==> src/rtl/riscv_pkg.sv <==
// Shared RISC-V core definitions: bubble instruction, reset PC, opcodes and the
// fetch FSM state type.
package riscv_pkg;

   localparam logic [31:0] NOP_INSTR        = 32'h0000_0013;
   localparam logic [31:0] RESET_PC_DEFAULT = 32'h0000_0000;

   // Major opcodes consumed by the main control decoder (InstrD[6:0])
   localparam logic [6:0] OP_LW   = 7'b000_0011;
   localparam logic [6:0] OP_SW   = 7'b010_0011;
   localparam logic [6:0] OP_R    = 7'b011_0011;
   localparam logic [6:0] OP_BEQ  = 7'b110_0011;
   localparam logic [6:0] OP_ADDI = 7'b001_0011;
   localparam logic [6:0] OP_JAL  = 7'b110_1111;

   typedef enum logic [1:0] {
      IDLE,
      REQ,
      WAIT,
      HOLD
   } fetch_state_t;

   function automatic logic [31:0] align_pc(input logic [31:0] pc);
      return {pc[31:2], 2'b00};
   endfunction

endpackage

==> src/rtl/fetch_buf.sv <==
// One-entry holding buffer for a fetched instruction that arrived while decode
// was stalled. Clear wins over load.
module fetch_buf
   import riscv_pkg::*;
(
   input  logic        clk,
   input  logic        rst,
   input  logic        load,
   input  logic        clear,
   input  logic [31:0] instr_in,
   input  logic [31:0] pc_in,
   output logic        valid,
   output logic [31:0] instr,
   output logic [31:0] pc
);

   logic        valid_q, valid_d;
   logic [31:0] instr_q, instr_d;
   logic [31:0] pc_q, pc_d;

   always_comb begin
      valid_d = valid_q;
      instr_d = instr_q;
      pc_d    = pc_q;
      if (clear) begin
         valid_d = 1'b0;
      end else if (load) begin
         valid_d = 1'b1;
         instr_d = instr_in;
         pc_d    = pc_in;
      end
   end

   always_ff @(posedge clk) begin
      if (rst) begin
         valid_q <= 1'b0;
         instr_q <= NOP_INSTR;
         pc_q    <= 32'h0;
      end else begin
         valid_q <= valid_d;
         instr_q <= instr_d;
         pc_q    <= pc_d;
      end
   end

   assign valid = valid_q;
   assign instr = instr_q;
   assign pc    = pc_q;

endmodule

==> src/rtl/fetch_stage.sv <==
// Instruction fetch stage with IF/ID register: one outstanding req/gnt/rvalid
// transaction, decode stall/flush handling and branch/jump redirects.
module fetch_stage #(
   parameter logic [31:0] RESET_PC  = riscv_pkg::RESET_PC_DEFAULT,
   parameter logic [31:0] NOP_INSTR = riscv_pkg::NOP_INSTR
) (
   input  logic        clk,
   input  logic        rst,
   output logic        imem_req,
   output logic [31:0] imem_addr,
   input  logic        imem_gnt,
   input  logic        imem_rvalid,
   input  logic [31:0] imem_rdata,
   input  logic        PCSrcE,
   input  logic [31:0] PCTargetE,
   input  logic        StallD,
   input  logic        FlushD,
   output logic [31:0] InstrD,
   output logic [31:0] PCD,
   output logic [31:0] PCPlus4D,
   output logic        ValidD
);

   import riscv_pkg::*;

   fetch_state_t state_q, state_d;
   logic [31:0]  pcf_q, pcf_d;
   logic [31:0]  req_pc_q, req_pc_d;
   logic         drop_q, drop_d;
   logic [31:0]  instr_q, instr_d;
   logic [31:0]  pcd_q, pcd_d;
   logic         valid_q, valid_d;

   logic         buf_load, buf_clear, buf_valid;
   logic [31:0]  buf_instr, buf_pc;
   logic [31:0]  target;
   logic         if_load;

   assign target  = align_pc(PCTargetE);
   assign if_load = ~StallD & ~FlushD;

   fetch_buf u_buf (
      .clk      (clk),
      .rst      (rst),
      .load     (buf_load),
      .clear    (buf_clear),
      .instr_in (imem_rdata),
      .pc_in    (req_pc_q),
      .valid    (buf_valid),
      .instr    (buf_instr),
      .pc       (buf_pc)
   );

   always_comb begin
      state_d   = state_q;
      pcf_d     = pcf_q;
      req_pc_d  = req_pc_q;
      drop_d    = drop_q;
      instr_d   = instr_q;
      pcd_d     = pcd_q;
      valid_d   = valid_q;
      buf_load  = 1'b0;
      buf_clear = 1'b0;
      imem_req  = 1'b0;

      // A load with nothing to deliver, or a flush, leaves a bubble; PCD holds.
      if (FlushD || if_load) begin
         valid_d = 1'b0;
         instr_d = NOP_INSTR;
      end

      case (state_q)
         IDLE: state_d = REQ;
         REQ: begin
            imem_req = 1'b1;
            if (imem_gnt) begin
               state_d  = WAIT;
               req_pc_d = pcf_q;
               pcf_d    = pcf_q + 32'd4;
               drop_d   = PCSrcE;
            end
         end
         WAIT: begin
            if (imem_rvalid) begin
               state_d = REQ;
               drop_d  = 1'b0;
               if (!(drop_q || PCSrcE)) begin
                  if (if_load) begin
                     valid_d = 1'b1;
                     instr_d = imem_rdata;
                     pcd_d   = req_pc_q;
                  end else begin
                     buf_load = 1'b1;
                     state_d  = HOLD;
                  end
               end
            end else if (PCSrcE) begin
               drop_d = 1'b1;
            end
         end
         HOLD: begin
            if (PCSrcE || FlushD) begin
               buf_clear = 1'b1;
               state_d   = REQ;
            end else if (if_load) begin
               valid_d   = buf_valid;
               instr_d   = buf_instr;
               pcd_d     = buf_pc;
               buf_clear = 1'b1;
               state_d   = REQ;
            end
         end
         default: state_d = IDLE;
      endcase

      if (PCSrcE) begin
         pcf_d = target;
      end
   end

   always_ff @(posedge clk) begin
      if (rst) begin
         state_q  <= IDLE;
         pcf_q    <= RESET_PC;
         req_pc_q <= 32'h0;
         drop_q   <= 1'b0;
         instr_q  <= NOP_INSTR;
         pcd_q    <= 32'h0;
         valid_q  <= 1'b0;
      end else begin
         state_q  <= state_d;
         pcf_q    <= pcf_d;
         req_pc_q <= req_pc_d;
         drop_q   <= drop_d;
         instr_q  <= instr_d;
         pcd_q    <= pcd_d;
         valid_q  <= valid_d;
      end
   end

   assign imem_addr = pcf_q;
   assign InstrD    = instr_q;
   assign PCD       = pcd_q;
   assign PCPlus4D  = pcd_q + 32'd4;
   assign ValidD    = valid_q;

endmodule

==> config.mk <==
export PLATFORM = sky130hd
export DESIGN_NAME = fetch_stage
export DESIGN_NICKNAME = d
export VERILOG_FILES = /design/src/rtl/riscv_pkg.sv /design/src/rtl/fetch_buf.sv /design/src/rtl/fetch_stage.sv
export SDC_FILE = /design/constraint.sdc
export NUM_CORES = 1
export LEC_CHECK = 0
export CAP_MARGIN = 20
export CORE_MARGIN = 10
export CORE_UTILIZATION = 55
export DETAILED_ROUTE_END_ITERATION = 6
export PLACE_DENSITY = 0.93
export SYNTH_ARGS = -nofsm -noshare
export SYNTH_HDL_FRONTEND = slang
export SYNTH_HIERARCHICAL = 1
export SYNTH_SLANG_ARGS = --single-unit
==> constraint.sdc <==
create_clock -name clk -period 4.5 [get_ports clk]
set_input_delay 0.675 -clock clk [delete_from_list [all_inputs] [get_ports clk]]
set_output_delay 0.675 -clock clk [all_outputs]
set_load 0.02 [all_outputs]
; ---- Yosys cells after proc, flatten, opt, wreduce, memory -nomap -nowiden
; Index checks and enable logic that the tools add are counted.
[classes]
reduce_logical = 16
muxes = 42
eq_ne = 11
n_bitwise = 4
addsub = 2
[ops]
columns = cell, count
row1 = $mux W32, 14
row2 = $pmux W32 S2, 2
row3 = $add A32 B3 Y32 const B, 2
row4 = $mux W1, 17
row5 = $mux W2, 6
row6 = $ne A2 B2 Y1 const B, 6
row7 = $pmux W2 S4, 1
row8 = $reduce_bool A2 Y1, 4
row9 = $ne A3 B3 Y1 const B, 2
row10 = $reduce_and A2 Y1, 3
row11 = $reduce_and A3 Y1, 2
row12 = $reduce_and A6 Y1, 1
row13 = $eq A2 B2 Y1 const B, 2
row14 = $pmux W1 S2, 2
row15 = $reduce_or A2 Y1, 2
row16 = $logic_or A1 B1 Y1, 3
row17 = $not A1 Y1, 3
row18 = $eq A2 B1 Y1 const B, 1
row19 = $logic_not A2 Y1, 1
row20 = $and A1 B1 Y1, 1
[word_totals]
register_bits = 197
output_inout_bits = 130
input_bits = 71

; ---- Logic depth before layout (Yosys ltp)
; Gate-level depths: netlist of the first run.
[depth]
depth_word = 8
mapped_depth = 9
ltp_nobuf = 7

; ---- Modules after synthesis
; The synthesis of the first run kept the hierarchy.
[modules_own_cells]
columns = mod, seq_area_each_um2, cells_each, area_per_inst_um2, n_inst
row1 = fetch_stage, 2562.5, 713, 6175.9, 1
row2 = fetch_buf, 1301.2, 293, 3211.8, 1

; ---- Worst setup path before layout of the first run
; OpenSTA, ideal clock, no wires.
[synth_timing]
kind = register -> output
startpoint = register pcd_q[2] (netlist: PCD[2])
endpoint = output PCPlus4D[18]
arrival_ns = 1.963
stages_incl_launch_ff = 7
path_slack_ns = 1.862
cell_sequence = dfxtp_1 ha_1 nand4_1 nor2_1 and4_1 nand4_1 xnor2_1
[synth_via]
elab_chain_cells = 1
[synth_rtl]
columns = item, line
row1 = "start, declared", fetch_stage.sv:31  ; logic [31:0] pcd_q, pcd_d;
row2 = "start signal, assigned", fetch_stage.sv:136  ; pcd_q <= pcd_d;
row3 = $add A32 B3 Y32, fetch_stage.sv:144  ; assign PCPlus4D = pcd_q + 32'd4;
row4 = "end, declared", fetch_stage.sv:20  ; output logic [31:0] PCPlus4D,
; No other way between the ends.

; ---- Worst setup path in the final report of the first run
[layout_timing]
startpoint = register pcd_q[2] (netlist: PCD[2])
endpoint = output PCPlus4D[22]
; Same word-level chain as after synthesis.

==> run metrics, run 1 <==
status complete, but fails checks; violated checks design-rule violations; fillers 1,219; CTS H-tree depth 4; relative slew slack 0.2717; number of buffers created by CTS 17; commonest non-fill, non-tap cells in the layout clkdlybuf4s50_1, dfxtp_1, nor2_1, nand2_1, nand2b_1; worst r2r src state_q[0]; n_diodes 0; Max-Cap Viols 0; Post-synth EDFFs 0; Total Power 3.573 mW; worst skew pair latency roughly 0.43 ns; hold slack between 0.4 and 0.5 ns; vias in the first global route 7,361; critical path arrival 2.85 ns; Via density 5.763; crit path to PCPlus4D[22]; vias post-DR between 7,000 and 8,000; die height between 150 and 200 um; startpoint class of the critical path flop; hold path start u_buf/instr[28]; post-CTS setup buffers 0; Leakage 3.886 nW; worst hold path stage count 2; DRC errors left 1; worst-margin pin slew roughly 1.1 ns; gr ovfl total 0; first-pass GRT wire length 38,300 um; Crit. End Element output pin; R2R Setup Slk 1.92 ns; Final Slew Violations 0; VDD IR-drop max 0.2596 mV; R2R depth 7; Initial Utilization 0.5641; Syn Std Cell Area 0.009388 mm^2; worst min path class flop to flop; Worst path top cell family by delay simple AND/OR/NAND/NOR gates; Routed Antenna Nets 0; synth warn 6; pwr/cell area 301.7 mW/mm^2; GPL Wtd Cong 0.9208; sum of negative setup slack 0 ns; clock-pin slew on the worst setup and hold paths 0.07 ns; Global Route Usage Sum 0.2057; Mean Syn Cell Area 9.332 um^2; period utilization 0.7836; asr flop ratio synth 0; Top cell by count, worst path nand4_1; Period minus WS final 3.526 ns; CTS tree built; Max Fanout on Critical Path 7; Crit path largest cell delay 0.63 ns; Routed WL between 20,000 and 25,000 um; Layout Area Growth over Synthesis 26.15%; Final Util 0.7116; crit-path cells ha_1, nand4_1, nor2_1, and4_1, nand4_1, xnor2_1, clkdlybuf4s50_1; CTS Hold Bufs 0; number of I/O pins 201; clk_skew between 0.01 and 0.015 ns; CORE AREA ~0.017 mm^2; Core Rows 47; final hold vios 0; die area 0.02269 mm^2; Pre-Repair DR Iteration Count 7; initial antenna violation count 0; most common cell after layout, fill and taps aside clkdlybuf4s50_1; unrepaired setup endpoints after global routing no; final setup violation count 0; 1st-iter DRT viols 778; WP data required 3.83 ns; #FFs+latches synth 193; post-synth cell types 57; layout cell share with drive strength beyond 1 0.1110; FMAX 283.6 MHz; IO buf count 196; Crit Path Category flop to output pin; Die Span X 150.6 um; CTS Buffer Depth 2; Stages on worst setup path 7; WL/cell 17.97 um; post-synthesis sequential area ratio 0.4116; post-DP HPWL 16,790 um; Buf/Inv on CP 1; largest net degree at the start of global routing 150; Synth Flop Type dfxtp_1; Synth Instances 1,006; launch point of the worst path PCD[2]; clock sinks roughly 190; Slowest-stage cell, CP clkdlybuf4s50_1; NumNets Final 1,227; PostCTS Resize Cnt 0; RR Endpoint PCD[23]; CTS Root Cell clkbuf_16
power by group:
| group | switching, mW | internal (mW) | total (mW) |
|---|---|---|---|
| Sequential | 0.0506 | 1.74 | 1.79 |
| Clock | 0.634 | 0.787 | 1.42 |
| Combinational | 0.185 | 0.173 | 0.358 |
worst reg2reg max path: stages, from the launching register on:
cell and delay, ns:
dfxtp_1 0.42, ha_2 0.22, buf_4 0.51, a21oi_1 0.21
nor3_4 0.23, buf_4 0.54, nor2_1 0.14, a211oi_1 0.22
kinds of logic after synthesis:
group | count (synthesis) | synth area share
simple gates | 417 | 0.2670
compound gates | 198 | 0.1642
flops | 193 | 0.4116
buf+inv | 99 | 0.05824
xor+xnor | 56 | 0.05225
mux | 36 | 0.03839
fa+ha+maj | 6 | 0.007997
other cells | 1 | 0.0003995
cell usage after synthesis (6+ instances only):
cell       number  share of area
o21ai_2        60          0.056
nand4_1        22          0.015
nand3_1        21          0.011
and4_1         10         0.0093
mux2i_1        36          0.038
buf_12          6          0.013
a211oi_1       46          0.037
nand2_1        86          0.034
xnor2_1        31          0.029
buf_2          18         0.0096
a21oi_1        46          0.025
ha_1            6         0.0080
inv_1           9         0.0036
nand2b_1       65          0.043
nor2_1        110          0.044
clkbuf_1       53          0.021
and3_1          9         0.0060
xor2_1         25          0.023
dfxtp_1       193           0.41
a222oi_1       29          0.031
nand4bb_1      61          0.073
layer usage:
metal	vias up	share of wire	track usage
li1	3899	-	-
met3	44	0.072	0.04832
met4	0	0.022	0.08229
met2	249	0.46	0.3168
met5	-	0	0
met1	3773	0.44	0.2726
how the worst min path moves through the flow:
stage	slack, ns	endpoint
after global routing	0.49	u_buf/pc[30]
after floorplan	0.44	u_buf/instr[28]
after detailed placement	0.45	u_buf/instr[28]
after global placement	0.45	u_buf/instr[28]
final	0.47	u_buf/instr[28]
after CTS	0.47	u_buf/instr[28]
area by class of cell:
class                      instances  area (um^2)  area share
inverter                          10        37.54    0.003170
sequential                       193         3864      0.3263
tap                              220        275.3     0.02324
timing repair buffer             211         2096      0.1770
clock buffer                      22        464.2     0.03920
multi-input combinational        717         5021      0.4240
clock inverter                     9        85.08    0.007184
flip-flops by register name, indices dropped and copies added, names as in the netlist:
signal,cells
drop_q,1
ValidD,1
u_buf/instr,32
state_q,2
imem_addr,30
InstrD,32
u_buf/valid,1
PCD,32
u_buf/pc,32
req_pc_q,30
per-stage QoR:
stage               setup WS, ns  area [um^2]  cells
floorplan                  1.862         9399   1009
global placement           1.324        11270   1350
detailed placement         1.333        11270   1350
CTS                       0.9213        11820   1381
global route              0.7954        11840   1382
finish                    0.9736        11840   1382
Power figures use the tool's default switching activity.
==> run 2, diff against run 1 <==
Settings changed: CORE_UTILIZATION 55 to 51, PLACE_DENSITY 0.93 to 0.88.
Clock period 4.5 ns to 3.26 ns, I/O delays scaled along.
==> run 2 against run 1 <==
  * The run still ends with design-rule violations left
  * Cell count is 0.94% higher
  * Sequential power is 38% higher
  * Clock power is 54% higher
  * Design area is 1.1% higher
  * Global-route usage is 0.60 points lower
  * Clock skew is 0.0015 ns higher
  * Clock-buffer cell count stayed put
  * Largest power group unchanged
  * Largest cell class unchanged
==> run metrics, run 2 (same netlist as run 1, synthesis figures left out) <==
Layout Area Growth over Synthesis 27.58%; initial antenna violation count 0 (unchanged); vias in the first global route 7,582 (+3.0%); Psw 1.222 mW (+40%); first-pass GRT wire length 40,190 um (+4.9%); Routed Antenna Nets 0 (unchanged); Max-Cap Viols 0 (unchanged); Routed WL 25,070 um (+0.99%); relative slew slack 0.5363 (+0.2645); multi-input logic area 0.005022 mm^2 (about the same); Initial Utilization 0.5208 (-0.04327); fillers 1,455 (+19%); Crit path largest cell delay 0.62 ns (about the same); number of I/O pins 201 (unchanged); worst skew pair latency 0.43 ns (about the same); worst-margin pin slew 0.6956 ns (-0.3968 ns); NumNets Final 1,230 (+0.24%); IO buf count 196 (unchanged); Slowest-stage cell, CP clkdlybuf4s50_1; startpoint class of the critical path flop; clock-pin slew on the worst setup and hold paths 0.07 ns (about the same); sum of negative setup slack 0 ns (unchanged); Crit Path Category flop to output pin; Crit. End Element output pin; die height 155.7 um (+3.3%); clk_skew 0.01308 ns (+0.001537 ns); FMAX roughly 330 MHz; CTS tree built; period utilization 0.9416; 1st-iter DRT viols 718 (-7.7%); CTS Buffer Depth 2 (unchanged); hold slack 0.4738 ns (+0.007223 ns); unrepaired setup endpoints after global routing no; VDD IR-drop max 0.3553 mV (+37%); Final Slew Violations 0 (unchanged); Max Fanout on Critical Path 7 (unchanged); post-CTS setup buffers 0 (unchanged); status complete, but fails checks; Global Route Usage Sum 0.1998 (-0.005958); CORE AREA 0.01802 mm^2 (+8.3%); WL/cell 17.97 um (about the same); die area 0.02423 mm^2 (+6.8%); largest net degree at the start of global routing 88 (-41%); GPL Wtd Cong 0.8591 (-6.7%); Pre-Repair DR Iteration Count 7 (unchanged); pwr/cell area 429.4 mW/mm^2 (+42%); Die Span X 155.7 um (+3.3%); gr ovfl total 0 (unchanged); Period minus WS final 3.070 ns; clock sinks 193 (unchanged); clock share of power 0.424 (+0.026); Leakage 4.019 nW (+3.4%); WP data required 2.77 ns (-1.06 ns); CTS H-tree depth 4 (unchanged); final hold vios 0 (unchanged); violated checks design-rule violations; commonest non-fill, non-tap cells in the layout dfxtp_1, clkdlybuf4s50_1, nor2_1, nand2_1, nand2b_1; critical path arrival 2.58 ns (-0.27 ns); internal power 3.921 mW (+45%); combinational cell fraction of total power 0.095 (-0.005); post-route setup slack 0.1903 ns (-0.7833 ns); CTS Root Cell clkbuf_16; switch share 0.2376 (-0.005941); crit-path cells and4_1, and2_1, and3_1, nand4_1, xnor2_1, clkdlybuf4s50_1; layout cell share with drive strength beyond 1 0.1158 (+0.004765); worst min path class flop to flop; final setup violation count 0 (unchanged); number of buffers created by CTS 17 (unchanged); vias post-DR 7,953 (-0.15%); Reg power frac 0.481 (-0.021); Via density 5.701 (-1.1%); n_diodes 0 (unchanged); Core Rows 49 (+4.3%); DRC errors left 6 (+5); post-DP HPWL 17,660 um (+5.2%); Setup WS pre-CTS 0.5385 ns (-0.7942 ns); Storage cell area 0.003864 mm^2 (unchanged); most common cell after layout, fill and taps aside dfxtp_1
==> run 2: cell types whose count changed in the layout (fill, tap and decap cells not counted), sizes merged <==
| cell | delta |
|---|---|
| clkdlybuf4s50 | -4 |
| dlymetal6s2s | +4 |
| buf | +3 |
| inv | +3 |
| bufinv | +2 |
| clkinv | -2 |
| clkinvlp | -2 |
==> run 2: worst paths after layout <==
| kind | start | end | slack [ns] | depth (start not counted) |
|---|---|---|---|---|
| min | u_buf/pc[4] | u_buf/pc[4] | 0.47 | 2 |
| max | PCD[15] | PCPlus4D[31] | 0.19 | 6 |
| max reg2reg | state_q[0] | u_buf/pc[5] | 0.97 | 7 |
| min reg2reg | u_buf/pc[4] | u_buf/pc[4] | 0.47 | 2 |
==> run 2: power groups by stage <==
stage	logic [mW]	clock network, mW	registers (mW)
after detailed placement	0.489	0	2.52
final	0.490	2.18	2.47
after global routing	0.530	2.31	2.48
after floorplan	0.247	0	2.54
after global placement	0.481	0	2.52
after CTS	0.492	2.22	2.47
==> run 2: area by class of cell <==
type | count | area share
sequential | 193 | 0.3226
inverter | 10 | 0.003134
tap | 229 | 0.02392
clock inverter | 10 | 0.01222
timing repair buffer | 214 | 0.1792
multi-input combinational | 717 | 0.4193
clock buffer | 22 | 0.03959
==> run 2: per-layer routing <==
metal	part of all wire	routed length, um	track usage
met3	0.063	1581	0.05101
met2	0.47	11850	0.3113
met4	0.020	502	0.06462
met1	0.44	11140	0.2645
met5	0	0	0
==> run 2: what timing repair did <==
| item | CTS | global route |
|---|---|---|
| gates resized for setup | 0 | 5 |
| hold endpoints to repair | 0 | 0 |
| hold buffers | 0 | 0 |
| setup endpoints to repair | 0 | 5 |
==> run 2: worst max-delay path, delay by kind of cell, from the launching register on <==
| kind | cells | cell delay [ns] |
|---|---|---|
| buf+inv | 1 | 0.62 |
| flops | 1 | 0.45 |
| simple gates | 4 | 0.92 |
| xor+xnor | 1 | 0.16 |
==> run 2: stage by stage <==
| step | utilization | instance area (um^2) | total power, mW | instances |
|---|---|---|---|---|
| 6_report | 0.6644 | 11980 | 5.143 | 1395 |
| 5_1_grt | 0.6644 | 11980 | 5.320 | 1395 |
| 4_1_cts | 0.6638 | 11970 | 5.181 | 1395 |
| 3_5_place_dp | 0.6294 | 11340 | 3.014 | 1363 |
| 3_3_place_gp | 0.6294 | 11340 | 3.004 | 1363 |
| 2_1_floorplan | - | 9399 | 2.787 | 1009 |
